===== src/rtl/mem_line_adapter.sv =====
// ============================================================================
// mem_line_adapter: arbitrates the icache/dcache line requests onto a 4-beat
// burst memory.  Revision: 1.0
// ============================================================================
`default_nettype none

module mem_line_adapter #(
  parameter int LINE_W  = 256,
  parameter int BEAT_W  = 64,
  parameter int N_BEATS = 4
) (
  input  logic              clk,
  input  logic              rst,
  input  logic [31:0]       i_addr,
  input  logic              i_read,
  output logic [LINE_W-1:0] i_rdata,
  output logic              i_resp,
  input  logic [31:0]       d_addr,
  input  logic              d_read,
  input  logic              d_write,
  input  logic [LINE_W-1:0] d_wdata,
  output logic [LINE_W-1:0] d_rdata,
  output logic              d_resp,
  output logic [31:0]       bmem_addr,
  output logic              bmem_read,
  output logic              bmem_write,
  output logic [BEAT_W-1:0] bmem_wdata,
  input  logic              bmem_ready,
  input  logic [31:0]       bmem_raddr,
  input  logic [BEAT_W-1:0] bmem_rdata,
  input  logic              bmem_rvalid
);

  localparam int CNT_W   = (N_BEATS > 1) ? $clog2(N_BEATS) : 1;
  localparam int BIDX_W  = $clog2(LINE_W);
  localparam int BSHIFT  = $clog2(BEAT_W);
  localparam logic [31:0] ALIGN_MASK = ~(32'(LINE_W / 8) - 32'd1);
  localparam logic [CNT_W-1:0] LAST_BEAT = CNT_W'(N_BEATS - 1);

  typedef enum logic [1:0] {
    adapter_idle = 2'd0,
    read         = 2'd1,
    write        = 2'd2,
    response     = 2'd3
  } state_t;

  state_t            state, state_next;
  logic [CNT_W-1:0]  cnt;
  logic              last_d;   // 1 = dcache received the most recent grant
  logic              own_d;
  logic [31:0]       addr_q;
  logic [LINE_W-1:0] rbuf, wbuf, i_rdata_q, d_rdata_q, rbuf_next;
  logic [BIDX_W-1:0] base;
  logic              i_req, d_req, gnt, gnt_d, gnt_wr, hit, is_last;
  logic [31:0]       sel_addr, gnt_addr;

  assign i_req    = i_read;
  assign d_req    = d_read | d_write;
  assign base     = BIDX_W'(cnt) << BSHIFT;
  assign is_last  = (cnt == LAST_BEAT);
  assign hit      = bmem_rvalid && (bmem_raddr == addr_q);
  assign i_rdata  = i_rdata_q;
  assign d_rdata  = d_rdata_q;

  // Round-robin: on a tie the port that did not win last time is chosen.
  assign gnt      = bmem_ready && (i_req || d_req);
  assign gnt_d    = d_req && (!i_req || !last_d);
  assign gnt_wr   = gnt_d && d_write;
  assign sel_addr = gnt_d ? d_addr : i_addr;
  assign gnt_addr = sel_addr & ALIGN_MASK;

  always_comb begin
    rbuf_next             = rbuf;
    rbuf_next[base +: BEAT_W] = bmem_rdata;
  end

  always_comb begin
    state_next = state;
    bmem_addr  = '0;
    bmem_read  = 1'b0;
    bmem_write = 1'b0;
    bmem_wdata = '0;
    i_resp     = 1'b0;
    d_resp     = 1'b0;
    case (state)
      adapter_idle: begin
        if (gnt) begin
          bmem_addr = gnt_addr;
          if (gnt_wr) begin
            bmem_write = 1'b1;
            bmem_wdata = d_wdata[BEAT_W-1:0];
            state_next = write;
          end else begin
            bmem_read  = 1'b1;
            state_next = read;
          end
        end
      end
      read: begin
        bmem_addr = addr_q;
        if (hit && is_last) state_next = response;
      end
      write: begin
        bmem_write = 1'b1;
        bmem_addr  = addr_q;
        bmem_wdata = wbuf[base +: BEAT_W];
        if (bmem_ready && is_last) state_next = response;
      end
      response: begin
        i_resp     = !own_d;
        d_resp     = own_d;
        state_next = adapter_idle;
      end
      default: state_next = adapter_idle;
    endcase
    if (rst) begin
      bmem_addr  = '0;
      bmem_read  = 1'b0;
      bmem_write = 1'b0;
      bmem_wdata = '0;
      i_resp     = 1'b0;
      d_resp     = 1'b0;
    end
  end

  always_ff @(posedge clk) begin
    if (rst) begin
      state     <= adapter_idle;
      cnt       <= '0;
      last_d    <= 1'b0;
      own_d     <= 1'b0;
      addr_q    <= '0;
      rbuf      <= '0;
      wbuf      <= '0;
      i_rdata_q <= '0;
      d_rdata_q <= '0;
    end else begin
      state <= state_next;
      case (state)
        adapter_idle: begin
          if (gnt) begin
            own_d  <= gnt_d;
            last_d <= gnt_d;
            addr_q <= gnt_addr;
            wbuf   <= d_wdata;
            // Beat 0 of a write leaves in the grant cycle itself.
            cnt    <= gnt_wr ? CNT_W'(1) : '0;
          end
        end
        read: begin
          if (hit) begin
            rbuf <= rbuf_next;
            cnt  <= cnt + CNT_W'(1);
            if (is_last) begin
              if (own_d) d_rdata_q <= rbuf_next;
              else       i_rdata_q <= rbuf_next;
            end
          end
        end
        write: begin
          if (bmem_ready) cnt <= cnt + CNT_W'(1);
        end
        default: ;
      endcase
    end
  end

endmodule

`default_nettype wire


===== config.mk =====
export PLATFORM = sky130hd
export DESIGN_NAME = mem_line_adapter
export DESIGN_NICKNAME = d
export VERILOG_FILES = /design/src/rtl/mem_line_adapter.sv
export SDC_FILE = /design/constraint.sdc
export NUM_CORES = 2
export LEC_CHECK = 0
export CAP_MARGIN = 20
export CORE_AREA = 2 2 402 404
export CTS_CLUSTER_DIAMETER = 30
export DETAILED_ROUTE_END_ITERATION = 6
export DIE_AREA = 0 0 404 406
export GPL_ROUTABILITY_DRIVEN = 0
export PLACE_DENSITY_LB_ADDON = 0.3
export SLEW_MARGIN = 20
export SYNTH_ARGS = -nofsm -noshare
export SYNTH_HDL_FRONTEND = slang
export SYNTH_SLANG_ARGS = --single-unit

===== constraint.sdc =====
create_clock -name clk -period 4.82 [get_ports clk]
set_clock_uncertainty 0.2 [all_clocks]
set_input_delay 0.964 -clock clk [delete_from_list [all_inputs] [get_ports clk]]
set_output_delay 0.964 -clock clk [all_outputs]
set_load 0.005 [all_outputs]

# Yosys cells after proc, flatten, opt, wreduce, memory -nomap -nowiden
# Cells that the tools add are included.
# op_classes
shift	3
n_mux	31
eq_ne	10
n_reduce_logical	19
n_bitwise	2
n_addsub	2
# op_table
cell	n
$bwmux W256	1
$shift A64 B10 Y256 const A	1
$shiftx A256 B9 Y64	1
$shiftx A64 B10 Y256	1
$mux W64	3
$pmux W64 S2	1
$mux W32	3
$pmux W32 S2	1
$eq A32 B32 Y1	1
$mux W2	7
$mux W1	12
$reduce_and A4 Y1	3
$ne A2 B2 Y1 const B	5
$neg A8 Y10	1
$pmux W2 S4	1
$eq A2 B2 Y1 const B	3
$logic_and A1 B1 Y1	6
$pmux W2 S3	1
$reduce_and A2 Y1	2
$reduce_and A3 Y1	1
$reduce_bool A3 Y1	1
$add A2 B1 Y2 const B	1
$eq A2 B1 Y1 const B	1
$logic_not A1 Y1	2
other kinds (6)	7
# word_totals
reg_bits	1056
elab_cells	75
out_inout_bits	612
in_bits	423

# Logic depth before layout (Yosys ltp)
# logic_depth
depth_word	8
mapped_depth	11
depth_no_buf	7

# Worst setup path before layout
# No wires, ideal clock.
# synth_path
kind	input port to output port
from	input d_write
to	output bmem_wdata[14]
path_buffers	2
slack_ns	1.405
t_arrival_ns	2.251
path_stages	7
required_ns	3.656
cell_sequence	or3_1 > nand3_1 > nor2_1 > clkbuf_1 > clkbuf_1 > a22oi_1 > nor2_1
# synth_via
elab_chain_len	7
elab_cells_between_ends	9
classes_between	4 x mux; 1 x bitwise; 4 x reduce/logical
# synth_lines
item	line_no	rtl
from (decl)	20	input logic d_write,
$or A1 B1 Y1	58	assign d_req = d_read | d_write;
$logic_and A1 B1 Y1	67	assign gnt_d = d_req && (!i_req || !last_d);
$logic_and A1 B1 Y1	68	assign gnt_wr = gnt_d && d_write;
$mux W64	89	if (gnt_wr) begin
$mux W64 (*)	87	if (gnt) begin
$pmux W64 S2 (*)	85	case (state)
$mux W64 (*)	116	if (rst) begin
to (decl)	27	output logic [BEAT_W-1:0] bmem_wdata,
# Every way passes the cells marked *; elsewhere a longest branch is shown, timed or not.

# Final worst setup path
# layout_path
from	register state[0]
to	output bmem_wdata[51]
# layout_via
elab_chain_len	3
elab_cells_between_ends	4
classes_between	1 x eq/ne; 2 x mux; 1 x reduce/logical
# layout_lines
item	line_no	rtl
from (decl)	47	state_t state, state_next;
from (signal assigned)	128	state <= adapter_idle;
from (signal assigned)	138	state <= state_next;
$eq A2 B2 Y1 or $logic_not A2 Y1 (tied branches)	85	
$pmux W64 S2 (*)	85	
$mux W64 (*)	116	
# Marked as above.

==> qor.yml <==
run_status:
  status: "complete, but fails checks"
  violations: "DRC"
sta:
  setup_viol_count_final: 0
  max_slew_margin_pct: 31.1
  timing.hold.ws_ns: 0.242
  setup_ws_ns: 0.268
  worst_pin_slew_ns: 1.03
  fin_crit_sh_pct: 94.4
  fin_setup_tns_ns: 0
  rsz0062_at_grt: "no"
  finalHoldViolCount: 0
  period_needed_ns: 4.55
  max_freq_mhz: 220
  drv_slew: 0
power_and_ir_drop:
  ir_drop_uv: 551
  p_int_uw: 24700
  leakage_uw: 0.0251
  switching_share_pct: 26.2
  powerDensity_mw_per_mm2: 491
  power_switching_uw: 8790
  seq_power_share_pct: 28.4
  p_comb_share_pct: 13.9
  pwr-share-clk_pct: 57.7
synth:
  synth_edf_count: 0
  synth_most_common_cell: "nand2_1"
  ys_async_sr_fraction_pct: 0
  synth_top_area_cell: "dfxtp_1"
  syn_area_mm2: 0.0466
  synthTopCellsByCount: "1114 x nand2_1, 1056 x dfxtp_1, 764 x a21oi_1"
  synth_cells: 5616
  synthTopCellsByArea: "dfxtp_1 45%, nand2_1 9.0%, a21oi_1 8.2%"
  yosys.area_share.adder_pct: 0.268
  synth_seq_cells: 1056
  synth-compound-area-share_pct: 16.0
  synth_top_area_share_pct: 45.3
  synth_mux_area_share_pct: 9.26
  ys_warn_count: 0
  synth-xor-area-share_pct: 0.376
  ys_seq_area_share_pct: 45.3
  synth_top_family_by_area: "simple AND/OR/NAND/NOR gates"
  synthDistinctLibCells: 51
  synth_top_flop_cell: "dfxtp_1"
  postSynthAreaPerCell_um2: 8.30
  synthSimpleGateAreaFrac_pct: 23.3
clocking:
  cts_tree: "yes"
  ctsHtreeMaxLevel: 5
  clockBufferDepth: 4
  cts.sinks: 1056
  postCtsHoldBufs: 0
  numCtsBuffers: 291
  path_clk_slew_ns: 0.04
  cts_root_buf: "clkbuf_16"
  clkLatencyLatePin_ns: 0.89
critical_path:
  cp-start-kind: "flop"
  slowest_delay_ns: 0.53
  crit_type: "reg2out"
  cp.required_ns: 3.66
  endpoint_kind: "output port"
  critical_path.slowest_cell: "clkdlybuf4s50_1"
  path_max_fanout: 31
  path_cells: "inv_1 -> ha_1 -> nand3_4 -> nor2_4 -> buf_12 -> buf_4 -> a22oi_1 -> nor2_1 -> clkdlybuf4s50_1"
  r2r_slack_ns: 1.19
  crit_arrival_ns: 3.39
  r2r_start: "cnt[0]"
  startpoint: "state[0]"
place:
  dp_hpwl_um: 134000
  dp.cells: 8275
  numPortBuffers: 1019
  place_ws_ns: 0.392
  placed_cell_area_mm2: 0.0583
global_routing:
  grt_usage_pct: 22.9
  grt_pass1_wl_um: 280000
  first_global_vias: 41800
  grt-ovfl-total: 0
  grt_start_max_net_pins: 204
  antenna_found_initial: 33
floorplan:
  die_h_um: 406
  start_util_pct: 29.2
  rows: 147
  coreArea_mm2: 0.160
  io_pins: 1035
  die_w_um: 404
  die_area_mm2: 0.164
routing:
  wl_per_cell_um: 22.4
  num_vias: 43100
  ant_nets: 0
  wirelength_um: 196000
  first_pass_iters: 7
  drc_errors: 5
  dr.first_iter.drc_count: 3428
  vias_per_cell: 4.90
cells_and_area:
  final_cells: 8786
  layout-drive-gt1-share_pct: 13.7
  final_cell_area_mm2: 0.0682
  syn2layout_area_growth_pct: 46.2
  final_nets: 6916
run:
  max_cap_viol_count: 0
hold_path:
  hp-class: "reg2reg"
  hold_start: "rbuf[120]"
[cell type report]
| cell class | instances | area (µm²) |
|---|---|---|
| multi-input combinational | 4006 | 23100 |
| timing repair buffer | 1118 | 11400 |
| inverter | 10 | 38.8 |
| fill | 15600 | 91500 |
| clock buffer | 378 | 8190 |
| antenna | 14 | 35.0 |
| tap | 2086 | 2610 |
| clock inverter | 118 | 1620 |
| sequential | 1056 | 21200 |
[what timing repair did]
item	in CTS	in global routing
gates resized for setup	0	0
setup buffers	0	1
endpoints found under the setup margin	0	3
[worst paths after layout]
check	depth (start not counted)	endpoint
worst max-delay path	9	bmem_wdata[51]
worst min-delay path	2	rbuf[120]
worst max register to register	8	d_rdata[205]
worst min register to register	2	rbuf[120]
[layout by cell type, fill, tap and decap left out, types with 54 or more instances in the layout]
master,instances
nand2_1,1114
dfxtp_1,1053
clkdlybuf4s50_1,1016
a21oi_1,764
nor2b_1,451
o21ai_0,430
clkbuf_16,297
nand2b_1,261
mux2i_1,257
or2_2,238
a22oi_1,128
o21ai_1,84
nor2_1,74
mux4_2,64
buf_4,63
clkinv_2,54
[stage by stage]
step,util (%),power [µW]
6_report,42.7,33500
3_3_place_gp,36.5,14300
3_5_place_dp,36.5,14300
4_1_cts,42.7,33800
5_1_grt,42.7,34700
2_1_floorplan,-,12200
[metal layers]
metal | part of all wire, % | vias up | routed length, µm | track usage, %
met3 | 8.4 | 384 | 16400 | 7.39
met2 | 48 | 1643 | 94400 | 38.4
met4 | 4.2 | 24 | 8310 | 10.3
met1 | 39 | 20500 | 77100 | 26.5
li1 | - | 20500 | - | -
met5 | 0.080 | - | 158 | 0
[power groups by stage]
stage / Combinational [µW] / Clock [µW] / Sequential, µW
after global routing: 5020 / 20200 / 9550
after detailed placement: 4630 / 0 / 9700
after global placement: 4600 / 0 / 9680
after CTS: 4650 / 19600 / 9550
after floorplan: 2770 / 0 / 9480
final: 4670 / 19300 / 9510
[state kept, by name, summed over array words and instances, names as in the netlist]
name and cells:
addr_q 27, own_d 1, state 2, i_rdata 256, wbuf 256, cnt 2, d_rdata 256, rbuf 256
[critical path, delay by kind of cell (launching register included)]
kind	cells	cell delay, ns
buffers and inverters	4	1.08
AOI/OAI and AO/OA	1	0.10
adders and majority gates	1	0.49
and+or+nand+nor	3	0.47
DFF	1	0.34
[cell families after synthesis]
family,after synthesis
simple gates,2205
compound gates,1418
flops,1056
buf+inv,558
mux,348
xor+xnor,20
fa+ha+maj,10
other cells,1
Note: power is estimated with default switching activity, not from simulation.
